===== src/rtl/btn_pkg.sv =====
// Shared definitions for the push-button front end: channel FSM encoding,
// button index constants and a width helper.
package btn_pkg;

    typedef enum logic [1:0] {
        IDLE         = 2'd0,
        PRESS_WAIT   = 2'd1,
        HELD         = 2'd2,
        RELEASE_WAIT = 2'd3
    } btn_state_t;

    localparam int BTN_UP     = 0;
    localparam int BTN_LEFT   = 1;
    localparam int BTN_MIDDLE = 2;
    localparam int BTN_RIGHT  = 3;
    localparam int BTN_DOWN   = 4;

    function automatic int max3(input int a, input int b, input int c);
        int m;
        m = (a > b) ? a : b;
        return (m > c) ? m : c;
    endfunction

endpackage


===== src/rtl/btn_channel.sv =====
// One button channel: 2-flop synchroniser, debounce FSM, long-press timer.
// Optional auto-repeat of btn_press after a long press: BTN_AUTO_REPEAT_EN.
module btn_channel
    import btn_pkg::*;
#(
    parameter int DEBOUNCE_CYC = 2_000_000,
    parameter int LONG_CYC     = 300_000_000,
    parameter int REPEAT_CYC   = 25_000_000
) (
    input  logic       clk,
    input  logic       rst,
    input  logic       i_raw,
    output logic       o_level,
    output logic       o_press,
    output logic       o_release,
    output logic       o_long,
    output btn_state_t o_state
);

    localparam int CW = $clog2(max3(DEBOUNCE_CYC, LONG_CYC, REPEAT_CYC) + 1);
    localparam logic [CW-1:0] DEB_LAST  = CW'(DEBOUNCE_CYC - 1);
    localparam logic [CW-1:0] LONG_LAST = CW'(LONG_CYC - 1);
    localparam logic [CW-1:0] LONG_SAT  = CW'(LONG_CYC);

    logic [1:0]    r_sync;
    btn_state_t    r_state, w_state_n;
    logic [CW-1:0] r_deb, w_deb_n;
    logic [CW-1:0] r_hold, w_hold_n;
    logic          r_long_done, w_long_done_n;
    logic          r_level, w_level_n;
    logic          r_press, w_press_n;
    logic          r_release, w_release_n;
    logic          r_long, w_long_n;
    logic          w_s;
`ifdef BTN_AUTO_REPEAT_EN
    localparam logic [CW-1:0] REP_LAST = CW'(REPEAT_CYC - 1);
    logic [CW-1:0] r_rep, w_rep_n;
`endif

    assign w_s = r_sync[1];

    always_ff @(posedge clk) begin
        if (rst) begin
            r_sync      <= 2'b00;
            r_state     <= IDLE;
            r_deb       <= '0;
            r_hold      <= '0;
            r_long_done <= 1'b0;
            r_level     <= 1'b0;
            r_press     <= 1'b0;
            r_release   <= 1'b0;
            r_long      <= 1'b0;
`ifdef BTN_AUTO_REPEAT_EN
            r_rep       <= '0;
`endif
        end else begin
            r_sync      <= {r_sync[0], i_raw};
            r_state     <= w_state_n;
            r_deb       <= w_deb_n;
            r_hold      <= w_hold_n;
            r_long_done <= w_long_done_n;
            r_level     <= w_level_n;
            r_press     <= w_press_n;
            r_release   <= w_release_n;
            r_long      <= w_long_n;
`ifdef BTN_AUTO_REPEAT_EN
            r_rep       <= w_rep_n;
`endif
        end
    end

    always_comb begin
        w_state_n     = r_state;
        w_deb_n       = r_deb;
        w_hold_n      = r_hold;
        w_long_done_n = r_long_done;
        w_level_n     = r_level;
        w_press_n     = 1'b0;
        w_release_n   = 1'b0;
        w_long_n      = 1'b0;
`ifdef BTN_AUTO_REPEAT_EN
        w_rep_n       = r_rep;
`endif
        unique case (r_state)
            IDLE: begin
                if (w_s) begin
                    w_state_n = PRESS_WAIT;
                    w_deb_n   = CW'(1);
                end
            end
            PRESS_WAIT: begin
                if (!w_s) begin
                    w_state_n = IDLE;
                end else if (r_deb == DEB_LAST) begin
                    w_state_n     = HELD;
                    w_press_n     = 1'b1;
                    w_level_n     = 1'b1;
                    w_hold_n      = '0;
                    w_long_done_n = 1'b0;
                end else begin
                    w_deb_n = r_deb + 1'b1;
                end
            end
            HELD: begin
                if (!w_s) begin
                    w_state_n = RELEASE_WAIT;
                    w_deb_n   = CW'(1);
                end
            end
            RELEASE_WAIT: begin
                if (w_s) begin
                    w_state_n = HELD;
                end else if (r_deb == DEB_LAST) begin
                    w_state_n   = IDLE;
                    w_release_n = 1'b1;
                    w_level_n   = 1'b0;
                end else begin
                    w_deb_n = r_deb + 1'b1;
                end
            end
        endcase

        // Hold time keeps running through a release bounce so a due long pulse still fires.
        if (r_state == HELD || r_state == RELEASE_WAIT) begin
            if (r_hold != LONG_SAT) w_hold_n = r_hold + 1'b1;
            if (r_hold == LONG_LAST && !r_long_done) begin
                w_long_n      = 1'b1;
                w_long_done_n = 1'b1;
            end
        end

`ifdef BTN_AUTO_REPEAT_EN
        if (w_long_n) begin
            w_rep_n = '0;
        end else if (r_state == HELD) begin
            if (!w_s) begin
                w_rep_n = '0;
            end else if (r_long_done) begin
                if (r_rep == REP_LAST) begin
                    w_rep_n   = '0;
                    w_press_n = 1'b1;
                end else begin
                    w_rep_n = r_rep + 1'b1;
                end
            end
        end
`endif
    end

    assign o_level   = r_level;
    assign o_press   = r_press;
    assign o_release = r_release;
    assign o_long    = r_long;
    assign o_state   = r_state;

endmodule


===== src/rtl/btn_conditioner.sv =====
// Push-button front end: N_BTN independent debounced channels.
// Build option BTN_AUTO_REPEAT_EN enables press auto-repeat after a long press.
module btn_conditioner
    import btn_pkg::*;
#(
    parameter int N_BTN        = BTN_DOWN + 1,
    parameter int DEBOUNCE_CYC = 2_000_000,
    parameter int LONG_CYC     = 300_000_000,
    parameter int REPEAT_CYC   = 25_000_000
) (
    input  logic               clk,
    input  logic               rst,
    input  logic [N_BTN-1:0]   btn_raw,
    output logic [N_BTN-1:0]   btn_level,
    output logic [N_BTN-1:0]   btn_press,
    output logic [N_BTN-1:0]   btn_release,
    output logic [N_BTN-1:0]   btn_long,
    output logic [2*N_BTN-1:0] dbg_state
);

    for (genvar gi = 0; gi < N_BTN; gi++) begin : g_ch
        btn_state_t w_state;

        btn_channel #(
            .DEBOUNCE_CYC (DEBOUNCE_CYC),
            .LONG_CYC     (LONG_CYC),
            .REPEAT_CYC   (REPEAT_CYC)
        ) u_ch (
            .clk       (clk),
            .rst       (rst),
            .i_raw     (btn_raw[gi]),
            .o_level   (btn_level[gi]),
            .o_press   (btn_press[gi]),
            .o_release (btn_release[gi]),
            .o_long    (btn_long[gi]),
            .o_state   (w_state)
        );

        assign dbg_state[2*gi +: 2] = w_state;
    end

endmodule


===== config.mk =====
export PLATFORM = sky130hd
export DESIGN_NAME = btn_conditioner
export DESIGN_NICKNAME = d
export VERILOG_FILES = /design/src/rtl/btn_pkg.sv /design/src/rtl/btn_channel.sv /design/src/rtl/btn_conditioner.sv
export SDC_FILE = /design/constraint.sdc
export NUM_CORES = 1
export LEC_CHECK = 0
export ABC_AREA = 0
export CORE_MARGIN = 5
export CORE_UTILIZATION = 35
export DETAILED_ROUTE_END_ITERATION = 8
export SYNTH_ARGS = -nofsm -noshare
export SYNTH_HDL_FRONTEND = slang
export SYNTH_SLANG_ARGS = --single-unit

===== constraint.sdc =====
create_clock -name clk -period 4.1 [get_ports clk]
set_clock_uncertainty 0.2 [all_clocks]
set_input_delay 1.025 -clock clk [delete_from_list [all_inputs] [get_ports clk]]
set_output_delay 1.025 -clock clk [all_outputs]
set_load 0.05 [all_outputs]

==> impl_table.tex <==
\begin{tabular}{lr}
\hline
Metric & Value \\
\hline
\multicolumn{2}{l}{\textbf{Setup path}} \\
\quad Destination of the critical timing path & dbg\_state[3] \\
\quad Data arrival at the endpoint of the critical path & 2.23 ns \\
\quad Cells on worst reg2reg path & 5 \\
\quad Crit-path leading delay family & buffers and inverters \\
\quad Critical-path cell list & clkdlybuf4s50\_1 \\
\quad Number of cells on the critical path & 1 \\
\quad Buffers \& Inverters on Critical Path & 1 \\
\quad Critical Setup Path Class & flip-flop to primary output \\
\quad Slowest cell on crit path & sky130\_fd\_sc\_hd\_\_clkdlybuf4s50\_1 \\
\quad Category of the worst setup path launch point & flip-flop \\
\quad End of the worst register-to-register path & g\_ch[2].u\_ch.r\_hold[8] \\
\quad CP Max Fanout & 15 \\
\quad Required time of the critical path & 2.87 ns \\
\quad Critical Path End Type & primary output \\
\quad Reg-to-reg critical path startpoint & g\_ch[2].u\_ch.r\_deb[9] \\
\quad Crit path largest cell delay & 0.93 ns \\
\quad Internal reg-to-reg setup slack & 1.06 ns \\
\multicolumn{2}{l}{\textbf{Global routing}} \\
\quad Via count of the first global-routing pass & 13300 \\
\quad Overall track demand over capacity in global routing & 0.146 \\
\quad GRT Residual Overflow & 0 \\
\quad Antenna violations before repair & 0 \\
\quad Largest net degree at the start of global routing & 44 \\
\quad First-pass GRT wire length & between 60000 and 70000 um \\
\multicolumn{2}{l}{\textbf{Drt}} \\
\quad Post-detailed-route via-to-cell ratio & roughly 5.4 \\
\quad Final routed wirelength across all metal layers & 37800 um \\
\quad Count of routing violations after the opening detailed-route iteration & 793 \\
\quad Routed length per instance & 14.6 um \\
\quad Via count of the routed design & approximately 14000 \\
\quad Antenna violation net count after detailed routing & 0 \\
\quad DRC violation count after routing & 0 \\
\quad First-pass iteration count of the detailed router & 4 \\
\multicolumn{2}{l}{\textbf{Pwr}} \\
\quad Net switching fraction of the power & 0.215 \\
\quad Power density normalized to cell area & 392 mW/mm\^{}2 \\
\quad Power spent charging and discharging nets & $\sim$1.5 mW \\
\quad VDD IR-drop max & 391 uV \\
\quad Portion of total power attributed to combinational logic & 0.025 \\
\quad Sequential share of power & 0.457 \\
\quad Leakage Power & just under 6 nW \\
\quad Proportion of power drawn by the clock network & 0.519 \\
\quad Cell Int Power & 5.65 mW \\
\multicolumn{2}{l}{\textbf{Die}} \\
\quad Die Footprint & about 0.051 mm\^{}2 \\
\quad Initial core utilization & 0.355 \\
\quad Die Height & 225 um \\
\quad Die X-Extent & 225 um \\
\quad Ports placed on the boundary & 37 \\
\quad Area of the core & about 0.046 mm\^{}2 \\
\quad Row cnt & 78 \\
\multicolumn{2}{l}{\textbf{Place}} \\
\quad Weighted congestion reported at the end of routability-driven placement & 0.825 \\
\quad Total instance count after detailed placement & 2505 \\
\quad Detailed placement HPWL & 25500 um \\
\quad Placed inst area & 0.0170 mm\^{}2 \\
\quad Number of buffer cells added on primary ports & 36 \\
\multicolumn{2}{l}{\textbf{Yosys}} \\
\quad Average instance area after synthesis & 8.29 um\^{}2 \\
\quad Leading post-synthesis cells by cell area & sky130\_fd\_sc\_hd\_\_dfxtp\_1 41\%, sky130\_fd\_sc\_hd\_\_nor2\_1 5.1\%, sky130\_fd\_sc\_hd\_\_xor2\_1 4.6\% \\
\quad Area share of and/or/nand/nor cells after synthesis & 0.334 \\
\quad Fraction of the yosys area taken by sequential cells & 0.414 \\
\quad Netlist area before placement & 0.0162 mm\^{}2 \\
\quad Share of flip-flops with an asynchronous set or reset & 0 \\
\quad Compound-Gate Fraction of Synth Area & 0.106 \\
\quad Combinational family with the most area after synthesis & simple AND/OR/NAND/NOR gates \\
\quad Gate Count Post-Synth & 1953 \\
\quad Area share of xor/xnor cells in the synthesized design & 0.0882 \\
\quad Leading register cell type out of synthesis & sky130\_fd\_sc\_hd\_\_dfxtp\_1 \\
\quad Register bit total from synthesis & 335 \\
\quad Synth top area share & 0.414 \\
\quad Fraction of the mapped netlist area in adder cells & 0.0116 \\
\quad Number of flops mapped to enable cells by yosys & 0 \\
\quad Yosys Warn Count & 0 \\
\quad Cell accounting for the most synthesized area & sky130\_fd\_sc\_hd\_\_dfxtp\_1 \\
\quad Count of unique library cells instantiated by Yosys & 66 \\
\quad Syn\_nets & around 2000 \\
\quad Post-synthesis mux area share & 0.00556 \\
\multicolumn{2}{l}{\textbf{Finish}} \\
\quad Highest-count cells in the layout ignoring fill and taps & 335 x sky130\_fd\_sc\_hd\_\_dfxtp\_1, 220 x sky130\_fd\_sc\_hd\_\_nor2\_1, 156 x sky130\_fd\_sc\_hd\_\_nand2\_1, 132 x sky130\_fd\_sc\_hd\_\_nand3\_1, 109 x sky130\_fd\_sc\_hd\_\_nand4\_1 \\
\quad Layout overhead on the synthesized area & 13.5\% \\
\quad Utilization after layout & 0.403 \\
\quad Area used by sequential logic in the layout & 0.00671 mm\^{}2 \\
\quad Filler Cells Inserted & 4538 \\
\quad Non-Filler Cell Area, Final & $\sim$0.018 mm\^{}2 \\
\quad Area of combinational cells with multiple inputs & 0.00883 mm\^{}2 \\
\quad Non-filler instance count after layout & 2579 \\
\quad Most common library cell in the layout ignoring fill and taps & sky130\_fd\_sc\_hd\_\_dfxtp\_1 \\
\quad Number of diodes & 0 \\
\quad Layout Nets & 1969 \\
\quad Fraction of layout cells with a size suffix above 1 & 0.0581 \\
\multicolumn{2}{l}{\textbf{Hold path}} \\
\quad Worst hold path class & flip-flop to flip-flop \\
\multicolumn{2}{l}{\textbf{STA}} \\
\quad Total of endpoints with negative setup slack in the final report & 0 \\
\quad RSZ-0062 raised after global routing & no \\
\quad Headroom to the max-slew limit & 0.207 \\
\quad Fin crit period & $\sim$3.5 ns \\
\quad Total count of max-transition violations in the final report & 0 \\
\quad Actual slew at the worst max-slew pin & approximately 1.2 ns \\
\quad Worst slack on hold paths & 0.235 ns \\
\quad Tcrit/Tclk final & 0.843 \\
\quad Final hold violations & 0 \\
\quad Maximum clock frequency & about 0.29 GHz \\
\quad Setup TNS after final layout & 0 ns \\
\multicolumn{2}{l}{\textbf{Clock network}} \\
\quad Clock tree from TritonCTS & yes \\
\quad Number of H-tree branching levels & 2 \\
\quad Clk pin slew, worst setup/hold paths & approximately 0.06 ns \\
\quad Number of buffers added by the clock tree synthesis step & 40 \\
\quad Clock Tree Buf Depth & 3 \\
\quad Clk sinks & 335 \\
\quad Setup bufs post-CTS & 0 \\
\quad Root buf cell & sky130\_fd\_sc\_hd\_\_clkbuf\_16 \\
\quad Cts repair resizes & 0 \\
\quad Clock latency at the later pin of the worst-skew pair & 0.55 ns \\
\quad CTS hold repair buffers & 0 \\
\multicolumn{2}{l}{\textbf{Job}} \\
\quad Max-cap violation count & 0 \\
\multicolumn{2}{l}{\textbf{Outcome}} \\
\quad Result of the run & complete, no violations \\
\hline
\end{tabular}
how the worst min path moves through the flow:
| stage | cells after the start | end | startpoint | slack, ns |
|---|---|---|---|---|
| after global routing | 1 | g_ch[4].u_ch.r_sync[1] | g_ch[4].u_ch.r_sync[0] | 0.25 |
| after floorplan | 1 | g_ch[0].u_ch.r_sync[1] | g_ch[0].u_ch.r_sync[0] | 0.21 |
| final | 1 | g_ch[4].u_ch.r_sync[1] | g_ch[4].u_ch.r_sync[0] | 0.23 |
| after CTS | 1 | g_ch[3].u_ch.r_sync[1] | g_ch[3].u_ch.r_sync[0] | 0.24 |
| after detailed placement | 1 | g_ch[4].u_ch.r_sync[1] | g_ch[4].u_ch.r_sync[0] | 0.22 |
| after global placement | 1 | g_ch[4].u_ch.r_sync[1] | g_ch[4].u_ch.r_sync[0] | 0.22 |
area by class of cell:
class                           instances  share of cell area
Clock buffer                           61              0.0653
Clock inverter                         13              0.0108
Inverter                               48             0.00980
Multi-Input combinational cell       1465               0.480
Sequential cell                       335               0.365
Tap cell                              600              0.0408
Timing Repair Buffer                   57              0.0280
kinds of logic after synthesis:
logic type / count (synthesis)
adder cells (fa/ha/maj): 15
AND/OR/NAND/NOR: 997
AO/OA/AOI/OAI: 281
flip-flops: 335
XOR/XNOR: 163
buffers and inverters: 153
multiplexers: 9
cell usage after synthesis, types with 45 or more instances:
library cell and number:
sky130_fd_sc_hd__nand2_1 156, sky130_fd_sc_hd__nand3_1 132, sky130_fd_sc_hd__o21ai_0 66, sky130_fd_sc_hd__inv_1 47, sky130_fd_sc_hd__xnor2_1 78, sky130_fd_sc_hd__or4_1 45
sky130_fd_sc_hd__or3_1 57, sky130_fd_sc_hd__nor2_1 220, sky130_fd_sc_hd__nor4_1 63, sky130_fd_sc_hd__clkbuf_1 71, sky130_fd_sc_hd__nand4_1 109, sky130_fd_sc_hd__xor2_1 85
sky130_fd_sc_hd__dfxtp_1 335, sky130_fd_sc_hd__a21oi_1 98
power by group through the flow:
stage / combinational [mW] / sequential [mW] / clock (mW)
CTS: 0.180 / 3.29 / 3.86
global placement: 0.178 / 3.36 / 0
floorplan: 0.127 / 3.36 / 0
global route: 0.196 / 3.29 / 3.99
finish: 0.177 / 3.29 / 3.73
detailed placement: 0.180 / 3.36 / 0
through the flow:
| step | total power, mW | worst slack [ns] |
|---|---|---|
| floorplan | 3.48 | 1.50 |
| global placement | 3.54 | 1.01 |
| finish | 7.20 | 0.645 |
| detailed placement | 3.54 | 0.978 |
| global route | 7.47 | 0.560 |
| CTS | 7.33 | 0.649 |
sequential cells by signal (all words and copies together), names as in the netlist, named ones only:
register               flops
g_ch.u_ch.r_hold         145
g_ch.u_ch.o_press          5
g_ch.u_ch.o_state          5
g_ch.u_ch.r_long_done      5
g_ch.u_ch.o_long           5
g_ch.u_ch.o_release        5
g_ch.u_ch.r_deb          145
g_ch.u_ch.o_level          5
g_ch.u_ch.r_sync          10
metal layers:
layer	routed length, um	track usage	vias up
li1	-	-	7109
met1	18600	0.201	6643
met2	17000	0.237	184
met3	1450	0.0279	54
met4	711	0.0404	0
met5	0	0	-
(Power assumes the default switching activity.)
